File: config.mk
export PLATFORM = sky130hd
export DESIGN_NAME = lcd_bus_driver_flat
export DESIGN_NICKNAME = d
export VERILOG_FILES = /design/src/rtl/lcd_bus_driver_if.sv /design/src/rtl/lcd_bus_driver.sv /design/src/flat_wrapper.sv
export SDC_FILE = /design/constraint.sdc
export NUM_CORES = 1
export LEC_CHECK = 0
export ABC_AREA = 1
export BUFFER_PORTS_ARGS = -buffer_cell sky130_fd_sc_hd__buf_2
export CORE_MARGIN = 8
export CORE_UTILIZATION = 60
export DETAILED_ROUTE_END_ITERATION = 8
export PLACE_DENSITY = 0.85
export SLEW_MARGIN = 20
export SYNTH_ARGS = -nofsm -noshare
export SYNTH_HDL_FRONTEND = slang
export SYNTH_SLANG_ARGS = --single-unit
export TNS_END_PERCENT = 1
File: constraint.sdc
create_clock -name i_clk -period 6.3 [get_ports i_clk]
set_input_delay 1.575 -clock i_clk [delete_from_list [all_inputs] [get_ports i_clk]]
set_output_delay 1.575 -clock i_clk [all_outputs]
set_load 0.01 [all_outputs]
File: src/rtl/lcd_bus_driver_if.sv
// lcd_bus_driver_if: upstream valid/ready byte port plus the LCD pin bundle.
// The slave modport is the driver's view; master is the upstream/board side.
interface lcd_bus_driver_if;
  logic       i_valid;
  logic       o_ready;
  logic       i_rs;
  logic [7:0] i_data;
  logic       o_lcd_rs;
  logic       o_lcd_rw;
  logic       o_lcd_e;
  logic [7:0] o_lcd_db;
  logic       o_lcd_db_oe;
  logic [7:0] i_lcd_db;
  logic       o_timeout;

  modport slave (
    input  i_valid, i_rs, i_data, i_lcd_db,
    output o_ready, o_lcd_rs, o_lcd_rw, o_lcd_e, o_lcd_db, o_lcd_db_oe, o_timeout
  );

  modport master (
    output i_valid, i_rs, i_data, i_lcd_db,
    input  o_ready, o_lcd_rs, o_lcd_rw, o_lcd_e, o_lcd_db, o_lcd_db_oe, o_timeout
  );
endinterface

File: src/rtl/lcd_bus_driver.sv
// lcd_bus_driver: HD44780 write-cycle sequencer. Takes one byte per handshake,
// applies setup / E pulse / hold on RS, DB and E, then waits for the controller
// to execute the command before accepting the next byte.
// Optional macro LCD_BUSY_FLAG_EN: replace the fixed execution wait by
// busy-flag polling (read cycles on DB7) with a timeout pulse.
module lcd_bus_driver #(
  parameter int CLOCK = 50_000_000
) (
  input  logic               i_clk,
  input  logic               i_rst,
  lcd_bus_driver_if.slave    io_bus
);

  // ceil(CLOCK * num / den), evaluated at elaboration
  function automatic int cycles_for(input longint num, input longint den);
    longint prod;
    prod = longint'(CLOCK) * num;
    return int'((prod + den - 1) / den);
  endfunction

  function automatic int at_least_one(input int v);
    return (v < 1) ? 1 : v;
  endfunction

  localparam int T_SETUP = at_least_one(cycles_for(60, 1_000_000_000));
  localparam int T_PW    = at_least_one(cycles_for(450, 1_000_000_000));
  localparam int T_HOLD  = at_least_one(cycles_for(20, 1_000_000_000));
  localparam int T_EXEC  = cycles_for(39, 1_000_000);
  localparam int T_LONG  = cycles_for(153, 100_000);
  localparam int CW      = $clog2(T_LONG + 1);

  typedef logic [CW-1:0] cnt_t;

  localparam cnt_t CNT_S    = cnt_t'(T_SETUP);
  localparam cnt_t CNT_P    = cnt_t'(T_PW);
  localparam cnt_t CNT_H    = cnt_t'(T_HOLD);
  localparam cnt_t CNT_EXEC = cnt_t'(T_EXEC);
  localparam cnt_t CNT_LONG = cnt_t'(T_LONG);
  localparam cnt_t CNT_ONE  = cnt_t'(1);

  typedef enum logic [2:0] {
    ST_IDLE,
    ST_SETUP,
    ST_PULSE,
    ST_HOLD,
    ST_WAIT,
    ST_POLL_SETUP,
    ST_POLL_PULSE,
    ST_POLL_HOLD
  } state_t;

  state_t     r_state;
  state_t     w_state_next;
  cnt_t       r_cnt;
  cnt_t       w_load;
  logic       w_last;
  logic       w_accept;
  logic       r_rs;
  logic [7:0] r_data;
  logic       r_long;

  assign w_last   = (r_cnt == CNT_ONE);
  assign w_accept = (r_state == ST_IDLE) && io_bus.i_valid;

`ifdef LCD_BUSY_FLAG_EN
  logic r_flag;
  cnt_t r_poll_cnt;
  logic r_timeout;
  logic w_timeout;
  logic w_polling;
  logic w_poll_expired;

  assign w_polling      = (r_state == ST_POLL_SETUP) || (r_state == ST_POLL_PULSE) ||
                          (r_state == ST_POLL_HOLD);
  // r_poll_cnt holds the polling cycles already spent; this cycle is one more
  assign w_poll_expired = w_polling && (r_poll_cnt == CNT_LONG);
  assign io_bus.o_timeout = r_timeout;
`else
  logic w_unused_db;
  assign w_unused_db      = ^io_bus.i_lcd_db;
  assign io_bus.o_timeout = 1'b0;
`endif

  // State register and phase down-counter (reloaded whenever the state changes)
  always_ff @(posedge i_clk) begin
    if (i_rst) begin
      r_state <= ST_IDLE;
      r_cnt   <= '0;
    end else begin
      r_state <= w_state_next;
      if (w_state_next != r_state) begin
        r_cnt <= w_load;
      end else if (r_state != ST_IDLE) begin
        r_cnt <= r_cnt - CNT_ONE;
      end
    end
  end

  // Capture the accepted byte and pre-decode whether it needs the long wait
  always_ff @(posedge i_clk) begin
    if (i_rst) begin
      r_rs   <= 1'b0;
      r_data <= '0;
      r_long <= 1'b0;
    end else if (w_accept) begin
      r_rs   <= io_bus.i_rs;
      r_data <= io_bus.i_data;
      r_long <= !io_bus.i_rs && (io_bus.i_data >= 8'h01) && (io_bus.i_data <= 8'h03);
    end
  end

`ifdef LCD_BUSY_FLAG_EN
  // Busy-flag sample, total polling time and the one-cycle timeout pulse
  always_ff @(posedge i_clk) begin
    if (i_rst) begin
      r_flag     <= 1'b0;
      r_poll_cnt <= '0;
      r_timeout  <= 1'b0;
    end else begin
      r_timeout <= w_timeout;
      if (r_state == ST_HOLD) begin
        r_poll_cnt <= '0;
      end else if (w_polling) begin
        r_poll_cnt <= r_poll_cnt + CNT_ONE;
      end
      if ((r_state == ST_POLL_PULSE) && w_last) begin
        r_flag <= io_bus.i_lcd_db[7];
      end
    end
  end
`endif

  // Next-state logic and the counter value for the state being entered
  always_comb begin
    w_state_next = r_state;
`ifdef LCD_BUSY_FLAG_EN
    w_timeout    = 1'b0;
`endif
    case (r_state)
      ST_IDLE:  if (io_bus.i_valid) w_state_next = ST_SETUP;
      ST_SETUP: if (w_last) w_state_next = ST_PULSE;
      ST_PULSE: if (w_last) w_state_next = ST_HOLD;
`ifdef LCD_BUSY_FLAG_EN
      ST_HOLD:  if (w_last) w_state_next = ST_POLL_SETUP;
`else
      ST_HOLD:  if (w_last) w_state_next = ST_WAIT;
`endif
      ST_WAIT:  if (w_last) w_state_next = ST_IDLE;
`ifdef LCD_BUSY_FLAG_EN
      ST_POLL_SETUP: if (w_last) w_state_next = ST_POLL_PULSE;
      ST_POLL_PULSE: if (w_last) w_state_next = ST_POLL_HOLD;
      ST_POLL_HOLD:  if (w_last) w_state_next = r_flag ? ST_POLL_SETUP : ST_IDLE;
`endif
      default:  w_state_next = ST_IDLE;
    endcase
`ifdef LCD_BUSY_FLAG_EN
    // A normal "not busy" exit wins over a simultaneous expiry
    if (w_poll_expired && (w_state_next != ST_IDLE)) begin
      w_state_next = ST_IDLE;
      w_timeout    = 1'b1;
    end
`endif
    w_load = CNT_ONE;
    case (w_state_next)
      ST_SETUP, ST_POLL_SETUP: w_load = CNT_S;
      ST_PULSE, ST_POLL_PULSE: w_load = CNT_P;
      ST_HOLD,  ST_POLL_HOLD:  w_load = CNT_H;
      ST_WAIT:                 w_load = r_long ? CNT_LONG : CNT_EXEC;
      default:                 w_load = CNT_ONE;
    endcase
  end

  // Pin values decoded from the current state
  always_comb begin
    io_bus.o_ready     = 1'b0;
    io_bus.o_lcd_rs    = 1'b0;
    io_bus.o_lcd_rw    = 1'b0;
    io_bus.o_lcd_e     = 1'b0;
    io_bus.o_lcd_db    = '0;
    io_bus.o_lcd_db_oe = 1'b0;
    case (r_state)
      ST_IDLE: io_bus.o_ready = 1'b1;
      ST_SETUP, ST_HOLD: begin
        io_bus.o_lcd_rs    = r_rs;
        io_bus.o_lcd_db    = r_data;
        io_bus.o_lcd_db_oe = 1'b1;
      end
      ST_PULSE: begin
        io_bus.o_lcd_rs    = r_rs;
        io_bus.o_lcd_db    = r_data;
        io_bus.o_lcd_db_oe = 1'b1;
        io_bus.o_lcd_e     = 1'b1;
      end
`ifdef LCD_BUSY_FLAG_EN
      ST_POLL_SETUP, ST_POLL_HOLD: io_bus.o_lcd_rw = 1'b1;
      ST_POLL_PULSE: begin
        io_bus.o_lcd_rw = 1'b1;
        io_bus.o_lcd_e  = 1'b1;
      end
`endif
      default: ;
    endcase
  end

endmodule

File: src/flat_wrapper.sv
// flat-port wrapper written by rule: the top's interface ports become plain ports
module lcd_bus_driver_flat 
#(
  parameter int CLOCK = 50_000_000
)
  (i_clk, i_rst, io_bus_i_valid, io_bus_i_rs, io_bus_i_data, io_bus_i_lcd_db, io_bus_o_ready, io_bus_o_lcd_rs, io_bus_o_lcd_rw, io_bus_o_lcd_e, io_bus_o_lcd_db, io_bus_o_lcd_db_oe, io_bus_o_timeout);
  lcd_bus_driver_if io_bus_i ();
  input  logic i_clk;
  input  logic i_rst;
  input wire logic [$bits(io_bus_i.i_valid)-1:0] io_bus_i_valid;
  input wire logic [$bits(io_bus_i.i_rs)-1:0] io_bus_i_rs;
  input wire logic [$bits(io_bus_i.i_data)-1:0] io_bus_i_data;
  input wire logic [$bits(io_bus_i.i_lcd_db)-1:0] io_bus_i_lcd_db;
  output wire logic [$bits(io_bus_i.o_ready)-1:0] io_bus_o_ready;
  output wire logic [$bits(io_bus_i.o_lcd_rs)-1:0] io_bus_o_lcd_rs;
  output wire logic [$bits(io_bus_i.o_lcd_rw)-1:0] io_bus_o_lcd_rw;
  output wire logic [$bits(io_bus_i.o_lcd_e)-1:0] io_bus_o_lcd_e;
  output wire logic [$bits(io_bus_i.o_lcd_db)-1:0] io_bus_o_lcd_db;
  output wire logic [$bits(io_bus_i.o_lcd_db_oe)-1:0] io_bus_o_lcd_db_oe;
  output wire logic [$bits(io_bus_i.o_timeout)-1:0] io_bus_o_timeout;
  assign io_bus_i.i_valid = io_bus_i_valid;
  assign io_bus_i.i_rs = io_bus_i_rs;
  assign io_bus_i.i_data = io_bus_i_data;
  assign io_bus_i.i_lcd_db = io_bus_i_lcd_db;
  assign io_bus_o_ready = io_bus_i.o_ready;
  assign io_bus_o_lcd_rs = io_bus_i.o_lcd_rs;
  assign io_bus_o_lcd_rw = io_bus_i.o_lcd_rw;
  assign io_bus_o_lcd_e = io_bus_i.o_lcd_e;
  assign io_bus_o_lcd_db = io_bus_i.o_lcd_db;
  assign io_bus_o_lcd_db_oe = io_bus_i.o_lcd_db_oe;
  assign io_bus_o_timeout = io_bus_i.o_timeout;
  lcd_bus_driver #(.CLOCK(CLOCK)) u_core (.i_clk(i_clk), .i_rst(i_rst), .io_bus(io_bus_i));
endmodule
Word-level counts from Yosys, hierarchy flattened
Cells that the tools add are included.
{ "classes": {"eq_ne": 11, "addsub": 1, "muxes": 15, "order_cmp": 2, "n_reduce_logical": 10} }
{ "ops": {"columns": ["op", "n"], "rows": [
  ["$mux W17", 3],
  ["$pmux W17 S3", 1],
  ["$eq A17 B1 Y1 const B", 1],
  ["$sub A17 B1 Y17 const B", 1],
  ["$mux W3", 5],
  ["$pmux W3 S5", 1],
  ["$eq A3 B3 Y1 const B", 4],
  ["$eq A3 B2 Y1 const B", 3],
  ["$ge A8 B1 Y1 const B", 1],
  ["$le A8 B2 Y1 const B", 1],
  ["$mux W8", 1],
  ["$eq A3 B1 Y1 const B", 2],
  ["$mux W1", 4],
  ["$reduce_or A2 Y1", 2],
  ["$logic_and A1 B1 Y1", 3],
  ["$logic_not A3 Y1", 1],
  ["$ne A3 B3 Y1", 1],
  ["$reduce_bool A3 Y1", 1],
  ["$reduce_or A3 Y1", 1],
  ["$reduce_bool A2 Y1", 1],
  ["$logic_not A1 Y1", 1]
]} }
{ "word_totals": {"elab_cells": 44, "output_inout_bits": 14, "reg_bits": 30, "inputBits": 20} }

Longest topological paths before layout
Gate-level depths: netlist of run 1.
{ "depth": {"ltp_word": 7, "depth_mapped": 17, "depth_no_buf": 17} }

Worst setup path before layout of run 1
OpenSTA, ideal clock, no wires.
{ "synth_path": {"kind": "flip-flop to output port", "start": "register u_core.r_state[0]", "end": "output io_bus_o_lcd_db[0]", "t_arrival_ps": 1310, "n_path_buf": 0, "required_ps": 4725, "slack_ps": 3415, "stages_incl_launch_ff": 7, "path_cell_list": "dfxtp_1 -> inv_2 -> nand2_2 -> inv_1 -> nor2_1 -> clkinv_1 -> nor2_1"} }
{ "synth_between": {"elab_chain_cells": 3, "elab_cells_between_ends": 5, "classes_between": "3 x eq/ne; 1 x mux; 1 x reduce/logical"} }
{ "synth_rtl": {"columns": ["item", "line_no", "text"], "rows": [
  ["start, declared", "lcd_bus_driver.sv:52", "state_t r_state;"],
  ["start signal, assigned", "lcd_bus_driver.sv:90", "r_state <= w_state_next;"],
  ["$eq A3 B1 Y1 / $eq A3 B2 Y1 (equally long branches)", "lcd_bus_driver.sv:181", "case (r_state)"],
  ["$reduce_or A3 Y1 (no source line) (*)", null, null],
  ["$mux W8 (*)", "lcd_bus_driver.sv:181", null],
  ["end, declared", "flat_wrapper.sv:18", "output wire logic [$bits(io_bus_i.o_lcd_db)-1:0] io_bus_o_lcd_db;"]
]} }
Every way passes the cells marked *; elsewhere a longest branch is shown, timed or not.

Final worst setup path of run 1
{ "layout_path": {"start": "register u_core.r_state[0]", "end": "output io_bus_o_lcd_db[4]"} }
The elaborated chain is that of the path after synthesis.

==> results by stage, run 1 <==
Yosys:
- Sorting the synthesized cells by area gives the leading types as dfxtp_1, inv_1, nor2_1, nand2_1, a21oi_1.
- After synthesis, the mean cell area works out to between 6 and 7 um^2.
- The share of the Yosys chip area taken by registers is between 30% and 40%.
- The area share of the largest cell type after synthesis is between 30% and 40%.
- The number of instances in the synthesized netlist is 272.
- In the synthesized netlist the async set-or-reset flop fraction comes to 0%.
- The number of distinct library cells after synthesis is 34.
- Yosys printed 0 warnings.
- Ranked by instance count, the synthesized netlist is headed by inv_1, nor2_1, nand2_1.
- The count of flip-flops with a built-in enable after synthesis is 0.
- The largest total area in the synthesized netlist belongs to dfxtp_1.
- The area of the mapped netlist is approximately 1900 um^2.
- The most repeated cell in the gate-level netlist after synthesis is inv_1.
- In this run, synthesis produced a sequential element count of 30.
- The predominant post-synthesis flop cell is dfxtp_1.

Drt:
- The per-cell via count in the routed design is 5.17.
- For this block, the routed nets add up to between 4000 and 5000 um of wire.
- The first-pass iteration count of the detailed router is 4.
- The routed layout has about 1700 vias.
- After detailed routing, the number of remaining DRC violations is 0.
- In this run the remaining antenna-violating nets after routing total 0.
- In the final routed layout, each cell accounts on average for roughly 12 um.
- The first-iteration detailed-routing DRC count is ~110.

GRT:
- For this run, the total global-route usage over all layers was measured as around 16%.
- The first global-routing pass estimated around 6900 um of wire.
- The number of global-route vias before repair was 1629.
- Entering global routing, the biggest net connects 21 pins.
- The total overflow left after global routing is 0.
- The number of antenna violations at the first check in global routing is 0.

Setup path:
- The most numerous cell type found on the critical path is nor2_1.
- The kind of cell adding the most delay to the critical path is buffers and inverters.
- The data arrival time of the worst path is roughly 1700 ps.
- The nature of the critical path endpoint is a primary output.
- The type of the worst setup path is reg -> out.
- The highest net fanout along the worst path is 9.
- STA classifies the critical path startpoint as a flip-flop.
- In this design, the stage delay of the slowest critical-path cell is around 400 ps.
- Traced cell by cell, the critical path runs through inv_2 -> nand2_2 -> inv_1 -> nor2_1 -> clkinv_1 -> nor2_1 -> buf_2.
- The worst path buffer plus inverter count is 4.
- Data on the critical path is required at its endpoint by 4720 ps.
- The slowest stage of the critical path belongs to the cell dfxtp_1.

Layout:
- Leaving out filler cells and counting taps, the final layout contains around 340.
- In the final design database the tool counted ~320 nets.
- The repair_antennas step left the layout with diodes totalling 0.
- The share of the core filled with cells in the final layout is between 60% and 70%.
- In the final layout, flip-flops and latches occupy 601 um^2.
- Compared with the post-synthesis result, the final layout area differs by 8.61%.
- The layout cell share with drive strength beyond 1 is around 23%.
- The multi-input combinational cells in the finished layout cover a total of roughly 1100 um^2.
- Fill cells in the final layout number 280.
- The summed area of non-filler cells in the final layout is 2070 um^2.

Timing:
- The setup-violating endpoint count in the final report is 0.
- Counting I/O delays and the setup requirement, the final critical path takes 3290 ps.
- The worst hold slack across all endpoints is roughly 460 ps.
- The final-report max-slew violation count is 0.
- In the finished design, the share of the clock period the worst path needs comes to 52.3%.
- Based on the critical path, the design can be clocked at up to about 0.3 GHz.
- Across all setup checks in the final design, the least slack found is approximately 3000 ps.
- The final-layout setup total negative slack is 0 ps.
- Setup repair after global routing left no endpoint under its margin.
- Clock skew on the completed layout was measured at 14.2 ps.
- The worst max-slew margin expressed relative to the limit is 45.0%.
- The total count of hold-check failures in the final report is 0.
- For the pin with the worst max-slew slack, the measured transition is 822 ps.

Placement:
- After detailed placement, the total cell area comes to 2010 um^2.
- The count of buffers added on input and output ports is 23.
- The placed cell count is 330.
- The pre-CTS setup slack is between 3000 and 4000 ps.
- The routability congestion estimate is around 0.87.
- The half-perimeter wire length after detailed placement is slightly below 3000 um.

Clock tree:
- The number of buffers added for setup after CTS is 0.
- The number of buffers inserted during clock tree synthesis is 5.
- The H-tree level count is 2.
- Post-CTS repair changed the size of 0 cells.
- The clock transition time at the flip-flop clock pins of the worst setup and hold paths is 110 ps.
- The TritonCTS clock tree is done.
- The clock sink count is 30.
- The later pin in the worst-skew pair is clocked with a latency of between 300 and 400 ps.
- The tree is rooted in a clkbuf_4.
- The maximum clock path buffer count is 2.
- The number of buffers inserted by hold repair at cts is 0.

Power:
- In this run, the combinational gates consume 34.8% of the power.
- The internal portion of the total power is between 0.3 and 0.4 mW.
- In this run, flip-flops and latches consume between 40% and 50% of the power.
- The switching power as a share of total power is 38.6%.
- The analysis attributes to cell leakage a power of a little over 1 nW.
- The post-route total power is about 0.54 mW.
- IR analysis of the VDD net gives a maximum drop of between 0.15 and 0.2 mV.
- Dividing total power by cell area gives a power density of between 200 and 300 nW/um^2.
- The net switching power figure is around 0.21 mW.
- Per report_power, the clock group accounts for a little under a quarter of the total.

Flow run:
- The number of violations of the max-capacitance limit is 0.

Worst hold path:
- In this run the worst hold path is classified as reg -> reg.

Die:
- The core region is around 3000 um^2.
- The floorplan step defined a die boundary enclosing between 5000 and 6000 um^2.
- The die boundary height is between 70 and 80 um.
- The total number of placement rows is 20.
- The initial utilization of the core area, before any placement, comes to approximately 63%.
- The die boundary width is just over 70 um.
- The top-level port count is 34.

Run status:
- The run finished with clean final reports.
## worst register-to-register path, stage by stage (launching register included)
cell,delay (ps)
dfxtp_1,330
inv_1,170
nand2_2,140
nor2_8,220
nand2_2,240
nand3_2,170
nand2_1,140
ha_1,240
nand2_1,100
inv_1,80
nand2_1,100
nand2_1,50
o21ai_0,170
inv_1,50
## cells in the final DEF, fill, tap and decap left out, types with 3 or more instances in the layout
master	count
a21oi_1	22
nor3_1	7
nand4_1	3
ha_1	5
nor2_2	5
buf_2	23
o21ai_0	21
nand3_1	9
nor2_1	38
nand2_1	34
xor2_1	7
dfxtp_1	30
nand2_2	7
inv_1	41
o21ai_2	6
clkbuf_4	5
nand3_2	9
## path summary, 6_finish.rpt
check,end,cells past startpoint,from,slack (ps)
worst min-delay path,u_core.r_data[2]$_SDFFE_PP0P_,2,u_core.r_data[2]$_SDFFE_PP0P_,460
worst min register to register,u_core.r_data[2]$_SDFFE_PP0P_,2,u_core.r_data[2]$_SDFFE_PP0P_,460
worst max-delay path,io_bus_o_lcd_db[4],7,u_core.r_state[0]$_SDFF_PP0_,3010
worst max register to register,u_core.r_cnt[7]$_SDFFE_PP0P_,13,u_core.r_state[1]$_SDFF_PP0_,3980
## routing by layer
layer,global-route usage [%],wire [um]
met4,7.48,76
met3,3.86,191
met2,27.8,1940
met5,0,0
met1,18.6,1830
## final cells by class
type | instances | area share (%)
clock buffers | 7 | 2.66
clock inverters | 1 | 0.242
inverters | 45 | 8.29
multi-input cells | 188 | 51.5
flip-flops and latches | 30 | 29.1
well taps | 44 | 2.66
repair buffers | 23 | 5.57
## state kept, by name, summed over array words and instances, names as in the netlist
name,flops
u_core.r_cnt,17
u_core.r_data,8
u_core.r_state,3
u_core.r_long,1
u_core.r_rs,1
## power by group through the flow
stage | combinational, mW | clock (mW) | sequential [mW]
2_1_floorplan | 0.160 | 0 | 0.228
3_3_place_gp | 0.182 | 0 | 0.231
3_5_place_dp | 0.187 | 0 | 0.231
4_1_cts | 0.188 | 0.128 | 0.228
5_1_grt | 0.213 | 0.133 | 0.230
6_report | 0.188 | 0.125 | 0.228
## kinds of logic (layout without fill, tap and decap cells)
| family | after synthesis | after routing | synth area share, % |
|---|---|---|---|
| fa+ha+maj | 5 | 5 | 3.29 |
| flops | 30 | 30 | 31.6 |
| compound gates | 53 | 53 | 15.8 |
| buf+inv | 55 | 76 | 12.7 |
| simple gates | 119 | 119 | 32.3 |
| other cells | 1 | 2 | 0.197 |
| xor+xnor | 9 | 9 | 4.14 |
Power figures use the tool's default switching activity.
==> run 2, diff against run 1 <==
Settings changed: CORE_UTILIZATION 60 to 50, PLACE_DENSITY 0.85 to 0.76.
Clock period 6.3 ns to 2.7 ns, I/O delays scaled along.
==> run 2 against run 1 <==
Compared with the run above: total power increased by 140%; routed wire length fell by 2.7%; sequential power grew 130%; critical path depth did not move; register-to-register slack worse by 3500 ps; die area rose by 15%; first-iteration DRC count is 53% lower; sequential cell count is the same; cell area rose by 1.4%; clock power rose to 2.7 times the previous value; critical path type unchanged; largest power group unchanged.
==> results by stage, run 2 (synthesis results as in run 1) <==
Placement:
- The number of buffer cells added on primary ports is 23.
- The pre-CTS setup slack is between 400 and 500 ps.
- The congestion estimate from routability-driven global placement came to a little under 0.9.
- The placed cell count is between 300 and 400.
- The half-perimeter wire length after detailed placement is 2960 um.

Layout:
- Compared with the post-synthesis result, the final layout area differs by 10.1%.
- The largest registers in the layout are u_core.r_cnt (17), u_core.r_data (8), u_core.r_state (3).
- The library cell used most frequently in the layout, excluding fill and tap cells, is inv_1.
- The top register by number of flip-flops is u_core.r_cnt.
- The net total in the final layout is ~320.
- In the layout the commonest cells are inv_1, nor2_1, nand2_1, dfxtp_1, buf_2.
- The number of flip-flops under the largest register name is 17.
- The number of antenna diodes in the final layout is 0.
- The number of standard cells in the final layout excluding fillers is approximately 340.
- The layout cell share with drive strength beyond 1 is 22.4%.

Clock tree:
- The clock sink count is 30.
- The maximum clock path buffer count is 2.
- The clock root buffer is clkbuf_8.
- The clock tree synthesis step divided the H-tree into 2 levels.
- Clock latency on the worst-skew pair, taken at its later pin, is approximately 280 ps.
- The post-cts resize count is 0.
- The number of setup buffers added after CTS is 0.
- TritonCTS built the clock tree.
- The number of buffers inserted by hold repair at cts is 0.
- The number of buffers inserted during clock tree synthesis is 5.
- The clock transition time at the flip-flop clock pins of the worst setup and hold paths is 60 ps.

Timing:
- The share of the cycle needed by the critical path after routing is a little under 90%.
- Timing would allow up to between 0.4 and 0.5 GHz.
- The setup-violating endpoint count in the final report is 0.
- The final-report max-slew violation count is 0.
- The worst setup slack after layout is approximately 340 ps.
- The total count of hold-check failures in the final report came to 0.
- The worst clock skew on the final layout is 2.97 ps.
- Setup repair after global routing left no endpoint under its margin.
- The minimum clock period after layout is around 2400 ps.
- For the final routed database, the setup TNS stands at 0 ps.
- The tightest hold path in the finished design has a slack of roughly 450 ps.

Drt:
- The routed layout has approximately 1700 vias.
- The wire length per cell is around 11 um.
- The wire length the detailed router placed on met1 is about 1900 um.
- The first-iteration detailed-routing DRC count is 53.
- The remaining routing DRC violations is 0.
- The topmost layer with routed signal wires is met4.
- The detail route stage leaves a number of antenna-violating nets equal to 0.
- After detailed routing, the total wire length is roughly 4000 um.
- The routed design uses 201 um of met3 wire.
- The first-pass iteration count of the detailed router is 4.
- In the routed layout, each cell is associated on average with a via count of slightly above 5.
- After detailed routing, the met2 layer carries between 1500 and 2000 um of wire.

Setup path:
- The cell at the slowest stage of the critical path is dfxtp_1.
- STA classifies the critical path startpoint as a flip-flop.
- The data arrival time of the worst path is between 1500 and 2000 ps.
- In this run the number of cells on the critical path is 7.
- The cell family contributing the most delay on the critical path is buffers and inverters.
- Traced cell by cell, the critical path runs through inv_2 -> nand2_2 -> inv_1 -> nor2_1 -> clkinv_1 -> nor2_1 -> buf_2.
- The cell with the most instances on the worst path is nor2_1.
- The highest net fanout along the worst path is 9.
- The type of the worst setup path is reg -> out.
- The maximum cell stage delay along the critical path is just over 400 ps.
- The worst setup path is captured at a primary output.
- The worst path required time is between 2000 and 2500 ps.
- The number of cell instances on the worst register-to-register path is 16.
- Together, buffers and inverters on the worst path number 4.
- Setup slack on the worst reg-to-reg path comes out at between 400 and 500 ps.

Power:
- The areal power density over the cells is approximately 620 nW/um^2.
- VDD sags by at most 0.321 mV.
- The register share of total power is 40.7%.
- The internal portion of the total power is roughly 0.83 mW.
- The share of total power dissipated in the clock network is between 20% and 30%.
- Summing internal, switching and leakage power gives between 1 and 1.5 mW.
- In this run switching power makes up 36.5% of total power.
- Combinational logic burns between 30% and 40% of the power.
- The leakage dissipation is slightly above 1 nW.
- The analysis attributes to net switching a power of roughly 0.48 mW.

Die:
- The effective utilization at floorplan is roughly half.
- The floorplan has 22 rows.
- The die covers between 6000 and 7000 um^2.
- The top-level port count is 34.
- The die is slightly below 80 um tall.
- The area of the core is 3660 um^2.
- The floorplan step set the die width to between 70 and 80 um.

GRT:
- The global-route total usage across every layer is 13.4%.
- The number of global-route vias before repair is about 1600.
- The maximum number of pins on one net before global-route repair is 21.
- The overflow left after global routing is 0.
- The number of antenna violations at the first check in global routing is 0.
- The first-pass GRT wire length is about 6600 um.

Worst hold path:
- The worst hold path belongs to the class reg -> reg.
- The worst hold path passes through 2 cells.

Flow run:
- The number of violations of the max-capacitance limit is 0.

Run status:
- The flow ran to the end, and the final reports show no timing, DRC or antenna violations.
run 2: cell count changes in the layout (fill, tap and decap cells not counted):
cell / change
clkbuf_1: +1
buf_4: +1
clkbuf_8: +4
clkinv_2: -1
clkbuf_4: -5
run 2: area by class of cell:
class	count	area, um^2
Tap cell	48	60.1
Sequential cell	30	601
Fill cell	361	1570
Multi-Input combinational cell	188	1060
Timing Repair Buffer	24	123
Clock buffer	7	76.3
Inverter	45	171
run 2: routing by layer:
metal | GRT usage, % | up-vias
met4 | 6.79 | 0
met3 | 3.80 | 5
met5 | 0 | -
met1 | 14.9 | 780
li1 | - | 904
met2 | 22.8 | 37
run 2: path summary, 6_finish.rpt:
check / startpoint / end
worst max-delay path: u_core.r_state[0]$_SDFF_PP0_ / io_bus_o_lcd_db[1]
worst min register to register: u_core.r_data[1]$_SDFFE_PP0P_ / u_core.r_data[1]$_SDFFE_PP0P_
worst max register to register: u_core.r_cnt[1]$_SDFFE_PP0P_ / u_core.r_cnt[7]$_SDFFE_PP0P_
worst min-delay path: u_core.r_data[1]$_SDFFE_PP0P_ / u_core.r_data[1]$_SDFFE_PP0P_
run 2: tightest hold or removal path: stages (launching register included):
cell and delay [ps]:
dfxtp_1 300, inv_1 60, a21oi_1 50
run 2: through the flow:
| stage | util, % | cell area, um^2 |
|---|---|---|
| after floorplan | - | 1910 |
| after global placement | 55.2 | 2020 |
| after detailed placement | 55.2 | 2020 |
| after CTS | 57.2 | 2100 |
| after global routing | 57.2 | 2100 |
| final | 57.2 | 2100 |
run 2: power by group through the flow:
stage	Sequential (mW)	Clock, mW	Combinational (mW)
global route	0.537	0.367	0.495
finish	0.532	0.337	0.438
detailed placement	0.540	0	0.439
global placement	0.540	0	0.431
floorplan	0.532	0	0.374
CTS	0.531	0.352	0.442
